<file path="config.mk">
export PLATFORM = sky130hd
export DESIGN_NAME = conv_tile_scheduler
export DESIGN_NICKNAME = d
export VERILOG_FILES = /design/src/rtl/conv_tile_scheduler.sv
export SDC_FILE = /design/constraint.sdc
export NUM_CORES = 2
export LEC_CHECK = 0
export CAP_MARGIN = 10
export CORE_MARGIN = 8
export CORE_UTILIZATION = 30
export CTS_CLUSTER_SIZE = 14
export DETAILED_ROUTE_END_ITERATION = 16
export GPL_ROUTABILITY_DRIVEN = 0
export MAX_ROUTING_LAYER = met4
export PLACE_DENSITY = 0.46
export SLEW_MARGIN = 0
export SYNTH_ARGS = -nofsm -noshare
export SYNTH_HDL_FRONTEND = slang
export SYNTH_SLANG_ARGS = --single-unit
</file>
<file path="constraint.sdc">
create_clock -name clk_i -period 3.35 [get_ports clk_i]
set_input_delay 0.67 -clock clk_i [delete_from_list [all_inputs] [get_ports clk_i]]
set_output_delay 0.67 -clock clk_i [all_outputs]
set_load 0.1 [all_outputs]
</file>
<file path="src/rtl/conv_tile_scheduler.sv">
// conv_tile_scheduler
// Walks the 5x5 convolution datapath over every output pixel of a 12x12 image
// after a single CPU start command, collecting the scalar results in an
// internal 8x8 buffer and exposing busy/done/error/progress status.
//
// Ports:
//   clk_i, rst_i          clock, asynchronous active-high reset
//   en_i, we_i            bus access strobe and direction (1 = write)
//   addr_i, data_i        byte address and write data
//   ready_o, data_o       registered access acknowledge and read data
//   dp_start_o            one-cycle start pulse to the datapath
//   dp_index_o            top-left image index of the pixel being issued
//   dp_abort_o            one-cycle abort pulse to the datapath
//   dp_done_i             datapath result-valid pulse
//   dp_result_i           datapath result (FP32 bits, stored opaque)
//
// Register window (offsets from BASE_ADDR):
//   0x000 CTRL   (wo)  1 = start, 2 = abort
//   0x004 STATUS (ro)  bit0 busy, bit1 done, bit2 error, [22:16] pixels done
//   0x100+4n RESULT[n] (ro)
module conv_tile_scheduler #(
    parameter int               XLEN      = 32,
    parameter int               IMG_W     = 12,
    parameter int               K         = 5,
    parameter logic [XLEN-1:0]  BASE_ADDR = 32'hC450_0000,
    parameter int               TIMEOUT   = 1024
) (
    input  logic            clk_i,
    input  logic            rst_i,
    input  logic            en_i,
    input  logic            we_i,
    input  logic [XLEN-1:0] addr_i,
    input  logic [XLEN-1:0] data_i,
    output logic            ready_o,
    output logic [XLEN-1:0] data_o,
    output logic            dp_start_o,
    output logic [XLEN-1:0] dp_index_o,
    output logic            dp_abort_o,
    input  logic            dp_done_i,
    input  logic [XLEN-1:0] dp_result_i
);

    localparam int OUT_W = IMG_W - K + 1;
    localparam int NOUT  = OUT_W * OUT_W;
    localparam int CW    = $clog2(OUT_W);
    localparam int RW    = $clog2(OUT_W + 1);
    localparam int NW    = $clog2(NOUT + 1);
    localparam int IW    = $clog2(NOUT);
    localparam int TW    = $clog2(TIMEOUT);

    localparam logic [CW-1:0] COL_LAST = CW'(OUT_W - 1);
    localparam logic [NW-1:0] CNT_LAST = NW'(NOUT);
    localparam logic [TW-1:0] TMO_LAST = TW'(TIMEOUT - 1);

    typedef enum logic [2:0] {
        S_IDLE  = 3'd0,
        S_ISSUE = 3'd1,
        S_WAIT  = 3'd2,
        S_STORE = 3'd3,
        S_DONE  = 3'd4
    } state_t;

    state_t          state_r, state_n;
    logic [RW-1:0]   row_r, row_n;
    logic [CW-1:0]   col_r, col_n;
    logic [NW-1:0]   count_r, count_n;
    logic [TW-1:0]   tmo_r, tmo_n;
    logic [XLEN-1:0] res_r, res_n;
    logic            done_r, done_n;
    logic            error_r, error_n;
    logic            abort_n;
    logic            store_s;

    logic            ready_r;
    logic [XLEN-1:0] data_r;
    logic            dp_start_r;
    logic            dp_abort_r;
    logic [XLEN-1:0] dp_index_r;

    logic [XLEN-1:0] mem_r [NOUT];

    logic            win_s;
    logic [8:0]      off_s;
    logic            ctrl_wr_s;
    logic            start_s;
    logic            abort_s;
    logic            busy_s;
    logic [XLEN-1:0] status_s;
    logic [XLEN-1:0] rd_data_s;
    logic [XLEN-1:0] idx_s;

    // The window is 0x200 bytes and BASE_ADDR is 0x200-aligned, so the upper
    // address bits alone decide membership.
    assign win_s     = (addr_i[XLEN-1:9] == BASE_ADDR[XLEN-1:9]);
    assign off_s     = addr_i[8:0];
    assign ctrl_wr_s = en_i & we_i & win_s & (off_s == 9'h000);
    assign start_s   = ctrl_wr_s & (data_i == XLEN'(1));
    assign abort_s   = ctrl_wr_s & (data_i == XLEN'(2));
    assign busy_s    = (state_r != S_IDLE);
    assign idx_s     = XLEN'(row_n) * XLEN'(IMG_W) + XLEN'(col_n);

    assign ready_o    = ready_r;
    assign data_o     = data_r;
    assign dp_start_o = dp_start_r;
    assign dp_abort_o = dp_abort_r;
    assign dp_index_o = dp_index_r;

    // Status word assembly.
    always_comb begin
        status_s           = '0;
        status_s[0]        = busy_s;
        status_s[1]        = done_r;
        status_s[2]        = error_r;
        status_s[16 +: NW] = count_r;
    end

    // Read data multiplexer; unmapped offsets inside the window read as zero.
    always_comb begin
        rd_data_s = '0;
        if (off_s == 9'h004) begin
            rd_data_s = status_s;
        end else if (off_s[8] && (off_s[1:0] == 2'b00)) begin
            rd_data_s = mem_r[off_s[IW+1:2]];
        end else begin
            rd_data_s = '0;
        end
    end

    // Next-state and control logic; an abort in any busy state preempts all.
    always_comb begin
        state_n = state_r;
        row_n   = row_r;
        col_n   = col_r;
        count_n = count_r;
        tmo_n   = tmo_r;
        res_n   = res_r;
        done_n  = done_r;
        error_n = error_r;
        abort_n = 1'b0;
        store_s = 1'b0;
        if (abort_s && busy_s) begin
            state_n = S_IDLE;
            abort_n = 1'b1;
        end else begin
            case (state_r)
                S_IDLE: begin
                    if (start_s) begin
                        done_n  = 1'b0;
                        error_n = 1'b0;
                        count_n = '0;
                        row_n   = '0;
                        col_n   = '0;
                        state_n = S_ISSUE;
                    end else begin
                        state_n = S_IDLE;
                    end
                end
                S_ISSUE: begin
                    tmo_n   = '0;
                    state_n = S_WAIT;
                end
                S_WAIT: begin
                    if (dp_done_i) begin
                        res_n   = dp_result_i;
                        state_n = S_STORE;
                    end else if (tmo_r == TMO_LAST) begin
                        error_n = 1'b1;
                        abort_n = 1'b1;
                        state_n = S_IDLE;
                    end else begin
                        tmo_n = tmo_r + TW'(1);
                    end
                end
                S_STORE: begin
                    store_s = 1'b1;
                    count_n = count_r + NW'(1);
                    if (col_r == COL_LAST) begin
                        col_n = '0;
                        row_n = row_r + RW'(1);
                    end else begin
                        col_n = col_r + CW'(1);
                    end
                    if (count_n == CNT_LAST) begin
                        state_n = S_DONE;
                    end else begin
                        state_n = S_ISSUE;
                    end
                end
                S_DONE: begin
                    done_n  = 1'b1;
                    state_n = S_IDLE;
                end
                default: begin
                    state_n = S_IDLE;
                end
            endcase
        end
    end

    // FSM state and run-control registers, plus the datapath strobes which are
    // registered from the next state so they line up with ISSUE / IDLE entry.
    always_ff @(posedge clk_i or posedge rst_i) begin
        if (rst_i) begin
            state_r    <= S_IDLE;
            row_r      <= '0;
            col_r      <= '0;
            count_r    <= '0;
            tmo_r      <= '0;
            res_r      <= '0;
            done_r     <= 1'b0;
            error_r    <= 1'b0;
            dp_start_r <= 1'b0;
            dp_abort_r <= 1'b0;
            dp_index_r <= '0;
        end else begin
            state_r    <= state_n;
            row_r      <= row_n;
            col_r      <= col_n;
            count_r    <= count_n;
            tmo_r      <= tmo_n;
            res_r      <= res_n;
            done_r     <= done_n;
            error_r    <= error_n;
            dp_start_r <= (state_n == S_ISSUE);
            dp_abort_r <= abort_n;
            if (state_n == S_ISSUE) begin
                dp_index_r <= idx_s;
            end
        end
    end

    // Bus acknowledge and read data; data_o holds until the next read.
    always_ff @(posedge clk_i or posedge rst_i) begin
        if (rst_i) begin
            ready_r <= 1'b0;
            data_r  <= '0;
        end else begin
            ready_r <= en_i & win_s;
            if (en_i && win_s && !we_i) begin
                data_r <= rd_data_s;
            end
        end
    end

    // Result buffer, deliberately not reset. Pixels complete in row-major
    // order, so the running count equals row*OUT_W+col at STORE time.
    always_ff @(posedge clk_i) begin
        if (store_s) begin
            mem_r[count_r[IW-1:0]] <= res_r;
        end
    end

endmodule

</file>
== Yosys cells after proc, flatten, opt, wreduce, memory -nomap -nowiden ==
Memories as Yosys holds them, arrays and structs flattened.
Cells that the tools add are included.

* Flip-flop bits (word level): 128
* Latch bits: 0
* Memory bits (writable): 2,048
* Memory bits (read-only): 0
* Output and inout bits: 67
* Logic and storage cells: 95
* Memories: 1

* $add $sub $neg: 5
* Multiply operators: 1
* Divide/modulo/power cells: 0
* Magnitude comparators: 0
* Equality and inequality tests: 16
* Shifts and indexed selects: 0
* Mux-type cells: 34
* Bitwise gates (word level): 7
* Reduce and logical (&&, ||, !) cells: 18

{| class="wikitable"
|+ Memory list
! name !! depth !! width !! read ports !! clocked after Yosys merged registers in !! write ports !! line !! RTL
|-
| mem_r || 64 || 32 || 1 || 0 || 1 || 80 || <nowiki>logic [XLEN-1:0] mem_r [NOUT];</nowiki>
|}

{| class="wikitable"
|+ Operators with widths
! cell !! count
|-
| two-way mux 32 bit || 2
|-
| == test 32 x 1 -> 1 bit, second input constant || 1
|-
| == test 32 x 2 -> 1 bit, second input constant || 1
|-
| == test 23 bit, second input constant || 1
|-
| two-way mux 3 bit || 7
|-
| two-way mux 10 bit || 2
|-
| one-hot mux 10 bit (2 select lines) || 1
|-
| one-hot mux 7 bit (2 select lines) || 1
|-
| two-way mux 1 bit || 12
|-
| two-way mux 4 bit || 3
|-
| one-hot mux 3 bit (4 select lines) || 1
|-
| adder 10 x 1 -> 10 bit, second input constant || 1
|-
| == test 10 bit, second input constant || 1
|-
| adder 8 x 3 -> 9 bit || 1
|-
| == test 9 x 3 -> 1 bit, second input constant || 1
|-
| logical NOT 9 bit || 1
|-
| AND reduction 3 bit || 3
|-
| != test 2 bit, second input constant || 4
|-
| one-hot mux 4 bit (2 select lines) || 1
|-
| nonzero test 2 bit || 4
|-
| adder 7 x 1 -> 7 bit, second input constant || 1
|-
| == test 7 bit, second input constant || 1
|-
| two-way mux 7 bit || 1
|-
| bitwise AND 1 bit || 6
|-
| 16 further kinds || 23
|}

== Longest topological paths before layout ==
* Depth in word-level cells: 9
* Gate-level depth with buffers: 19

== Least setup slack after synthesis ==
No wires, ideal clock.

* Kind: input-to-reg
* Start: input port addr_i[21]
* End: register dp_index_r[7] (netlist: dp_index_o[7])
* Setup time: 0.087 ns
* Arrival: 4.332 ns
* Setup slack: -1.069 ns
* Stages on the path: 18
* Path buffers: 2
* Cell sequence: nor4b_1 nand4_1 or4_1 buf_2 o21ai_2 buf_4 nor2_2 or2_2 a32o_1 ha_1 inv_1 fa_1 nand3b_1 nor2b_1 nand2_1 a2111oi_0 nand4_1 o211ai_1

* Cells in the longest elaborated chain, start to end: 9

{| class="wikitable"
|+ RTL lines
! what !! line !! RTL
|-
| start, declared || 32 || <nowiki>input logic [XLEN-1:0] addr_i,</nowiki>
|-
| == test 23 bit * || 94 || <nowiki>assign win_s = (addr_i[XLEN-1:9] == BASE_ADDR[XLEN-1:9]);</nowiki>
|-
| bitwise AND 1 bit * (2 in a row) || 96 || <nowiki>assign ctrl_wr_s = en_i & we_i & win_s & (off_s == 9'h000);</nowiki>
|-
| bitwise AND 1 bit || 97 || <nowiki>assign start_s = ctrl_wr_s & (data_i == XLEN'(1));</nowiki>
|-
| two-way mux 4 bit || 147 || <nowiki>if (start_s) begin</nowiki>
|-
| one-hot mux 4 bit (2 select lines) || 145 || <nowiki>case (state_r)</nowiki>
|-
| two-way mux 4 bit * || 141 || <nowiki>if (abort_s && busy_s) begin</nowiki>
|-
| via row_n[1] || 64 || <nowiki>logic [RW-1:0] row_r, row_n;</nowiki>
|-
| multiplier 4 x 2 -> 6 bit * || 100 || <nowiki>assign idx_s = XLEN'(row_n) * XLEN'(IMG_W) + XLEN'(col_n);</nowiki>
|-
| adder 8 x 3 -> 9 bit * || 100 ||
|-
| end signal, assigned || 227 || <nowiki>dp_index_r <= idx_s;</nowiki>
|-
| end, declared || 78 || <nowiki>logic [XLEN-1:0] dp_index_r;</nowiki>
|}

The timed path passes the listed nets; every way through them passes the cells marked *.
A chain may end at the register's enable or synchronous reset.

== Worst setup path after layout ==
* Start: input port addr_i[7]
* End: register dp_index_r[7] (netlist: dp_index_o[7])

* Cells in the longest elaborated chain, start to end: 8

{| class="wikitable"
|+ RTL lines
! what !! line
|-
| logical NOT 9 bit * || 96
|-
| bitwise AND 1 bit * || 96
|-
| bitwise AND 1 bit || 97
|-
| two-way mux 4 bit || 147
|-
| one-hot mux 4 bit (2 select lines) || 145
|-
| two-way mux 4 bit * || 141
|-
| via row_n[1] || 64
|-
| multiplier 4 x 2 -> 6 bit * || 100
|-
| adder 8 x 3 -> 9 bit * || 100
|}

Marks and branches as above.

==> results.cfg <==
[synth]
ys_warn_count = 0
synth_area_sq_um = 82960
synth_top_family_by_area = multiplexers
synth-xor-area-share_pct = 0.07390
ys_ff_latch = 2153
synthSimpleGateAreaFrac_pct = 1.829
synthAdderAreaFrac_pct = 0.1900
ys_types = 57
synth_edf_count = 2048
synth_flop_cell = edfxtp_1
netlist_instances = 3489
synth_compound_area_share_pct = 0.5746
syn_area_per_cell_sq_um = 23.78
seq_area_frac_synth_pct = 77.30
async_flop_share_pct = 4.877
synth.area.mux_share_pct = 18.78

[clock_network]
root_buffer = clkbuf_16
htree_levels = 4
clock_tree.buffer_depth = 3
clkSinkCount = 2153
clk_latency_ns = 0.86
cts.reportedPaths.clkPinSlew_ns = 0.06
cts_made_buffers = 222
cts_tree = done

[routing]
first_pass_iters = 5
drt-wirelength-per-cell_microns = 29.01
wl_mm = 229.8
dr_total_vias = 39080
drt_iter0_markers = 3705
avgViaCountPerCell = 4.934
drc = 0
drtAntennaViolNets = 0

[sta]
fmax_ghz = 0.2927
setup_slack_ns = -0.06613
maxSlewViolCount = 0
fin_crit_sh_pct = 102.0
fin_skew_ns = 0.05230
grt_setup_unrepaired = yes
hold_slack_ns = 0.09221
max_slew_margin_pct = 17.44
finalSetupViolations = 3
layout_min_cycle_time_ns = 3.416
worstMarginPinSlew_ns = 1.238
finalHoldViolCount = 0

[worst_setup_path]
path_max_fanout = 3
cp-endpoint = dp_index_o[7]$_DFFE_PP0P_
worst_r2r_endpoint = dp_index_o[7]$_DFFE_PP0P_
crit_required_ns = 4.13
start_kind = input pin
r2r_cells = 16
critPathKind = input pin to flop
r2r_slack_ns = 0.08
crit_start = addr_i[7]
r2r-start = state_r[1]$_DFF_PP0_
end_kind = flop
critPathArrivalTime_ns = 4.20

[floorplan]
die_h_microns = 541.9
die-area_sq_um = 293600
io_pins = 168
start_util_pct = 30.08
die_w_microns = 541.9
rows = 193
core_sq_um = 275800

[placement]
dpl.hpwl_mm = 141.0
dp_worst_setup_slack_ns = -1.449
io_buffer_count = 144

[power_and_ir_drop]
power_density_nw_per_um2 = 565.4
power_uw = 56940
p_leak_uw = 0.03490
irDropWorstVdd_v = 0.0004289

[grt]
grt_max_degree = 128
grt_overflow_total = 0
grt_pass1_wl_mm = 327.1
grt_pass1_vias = 40980
grt_usage_pct = 15.91
antenna_found_initial = 3

[outcome]
violations = negative setup slack
status = finished with violations

[final_layout]
fin_nets = 4138
syn_to_final_growth_pct = 21.40
drive_above_1_share_pct = 38.56

[worst_hold_path]
hold_class = input pin to asynchronous set/reset pin

[run]
cap_violations = 0
==> cells in the mapped netlist, types with 2 or more instances <==
master	n	area [sq um]
buf_4	30	225.2
a21oi_1	8	40.04
a21boi_0	2	15.01
nor2_1	88	330.3
dfrtp_1	105	2628
or2_2	6	37.54
buf_1	30	112.6
nor2b_1	4	25.02
or3_1	2	12.51
o22ai_1	2	12.51
ha_1	11	137.6
clkbuf_1	94	352.8
nand2b_1	8	50.05
nand3b_1	8	60.06
buf_6	4	45.04
xor2_1	4	35.03
inv_1	10	37.54
o21ai_2	2	17.52
buf_2	52	260.3
nor4b_1	4	35.03
nand2_1	81	304.0
xnor2_1	3	26.28
mux4_2	672	15130
o21ai_0	26	130.1
o31ai_1	7	52.55
edfxtp_1	2048	61500
and3_1	7	43.79
a22o_1	5	43.79
or3b_2	2	17.52
nor4_1	14	87.58
and2_1	3	18.77
a21o_1	3	22.52
nand3_1	32	160.2
mux2_2	39	439.2
o211ai_1	4	30.03
a31o_2	3	26.28
nor3_1	7	35.03
nand4_1	40	250.2
==> cell families (layout without fill, tap and decap cells) <==
family,count (synthesis),in the layout
simple gates,312,312
buf+inv,220,923
flops,2153,2153
fa+ha+maj,12,12
other cells,1,25
xor+xnor,7,7
compound gates,72,72
mux,712,712
==> routing by layer <==
metal	vias to the layer above	track usage, %	routed length [microns]
met1	21830	21.59	102000
met4	0	3.441	4510
li1	16040	-	-
met5	-	-	0
met2	942	25.73	113700
met3	264	2.205	9575
==> power by group <==
part           total (uW)  internal, uW  switching, uW
Clock               25100         14400          10700
Sequential          29800         29500            302
Combinational        2050           896           1160
Total               56900         44800          12200
==> area by class of cell <==
cell class	instances	area, sq um
Multi-Input combinational cell	1138	18690
Fill cell	25070	175100
Timing Repair Buffer	500	5751
Tap cell	3705	4636
Clock buffer	286	5957
Inverter	10	41.29
Clock inverter	127	1465
Antenna cell	2	5.005
Sequential cell	2153	64170
==> worst max-delay path, cell delays in order <==
cell and delay [ns]:
buf_12 0.12, nor4_4 0.33, nand4_1 0.18, or4_4 0.61, o21ai_4 0.22, nor2_4 0.04, or2_4 0.23, a32o_2 0.27
ha_4 0.17, inv_2 0.04, fa_1 0.40, nand3b_1 0.20, nor2b_2 0.16, nand2_2 0.09, a2111oi_4 0.22, nand4_1 0.13
o211ai_1 0.10
==> worst min-delay path by stage <==
stage	startpoint	cells past startpoint	end	slack, ns
after floorplan	done_r$_DFFE_PP0P_	1	done_r$_DFFE_PP0P_	0.46
final	rst_i	2	tmo_r[3]$_DFFE_PP0P_	0.09
after global routing	rst_i	2	tmo_r[3]$_DFFE_PP0P_	0.06
after detailed placement	data_o[4]$_DFFE_PP0P_	2	data_o[4]$_DFFE_PP0P_	0.47
after CTS	rst_i	2	tmo_r[3]$_DFFE_PP0P_	0.01
after global placement	data_o[4]$_DFFE_PP0P_	2	data_o[4]$_DFFE_PP0P_	0.47
==> sequential cells by signal (all words and copies together), names as in the netlist <==
register    count
mem_r        2048
data_o         32
res_r          32
tmo_r          10
dp_index_o      9
count_r         7
row_r           4
col_r           3
state_r         3
done_r          1
dp_abort_o      1
dp_start_o      1
error_r         1
ready_o         1
==> cell usage in the layout (no fill, tap or decap), drive strengths merged, types with 7 or more instances in the layout <==
cell / synthesis / final
conb: 1 / 23
nor4: 14 / 14
edfxtp: 2048 / 2048
a21oi: 8 / 8
and3: 7 / 7
nor3: 7 / 7
clkdlybuf4s50: 0 / 36
dlygate4sd2: 0 / 10
nand2b: 8 / 8
nand4: 40 / 40
nand3: 32 / 32
dfrtp: 105 / 105
nor2: 89 / 89
buf: 116 / 439
clkinv: 0 / 86
o21ai: 28 / 28
o31ai: 7 / 7
nand2: 81 / 81
clkinvlp: 0 / 10
mux2: 39 / 39
bufinv: 0 / 23
clkdlybuf4s15: 0 / 14
ha: 11 / 11
clkbuf: 94 / 287
inv: 10 / 18
mux4: 672 / 672
nand3b: 8 / 8
==> repair_timing <==
item,in CTS,in global routing
setup endpoints to repair,5,4
pin swaps,30,19
hold buffers,0,0
resized for setup,197,18
setup buffers,6,4
hold endpoints to repair,0,0
==> through the flow <==
step                      cell area [sq um]  std cells  util [%]  TNS [ns]
final                                100700       7921     36.52   -0.1711
after global routing                 100700       7920     36.52   -0.5308
after CTS                            100600       7915     36.46  -0.06079
after detailed placement              93080       7497     33.75  -1028.73
after global placement                93080       7497     33.75  -1017.29
after floorplan                       83320       3511         -    -28.86
No activity file was read; power rests on OpenSTA's default activity.
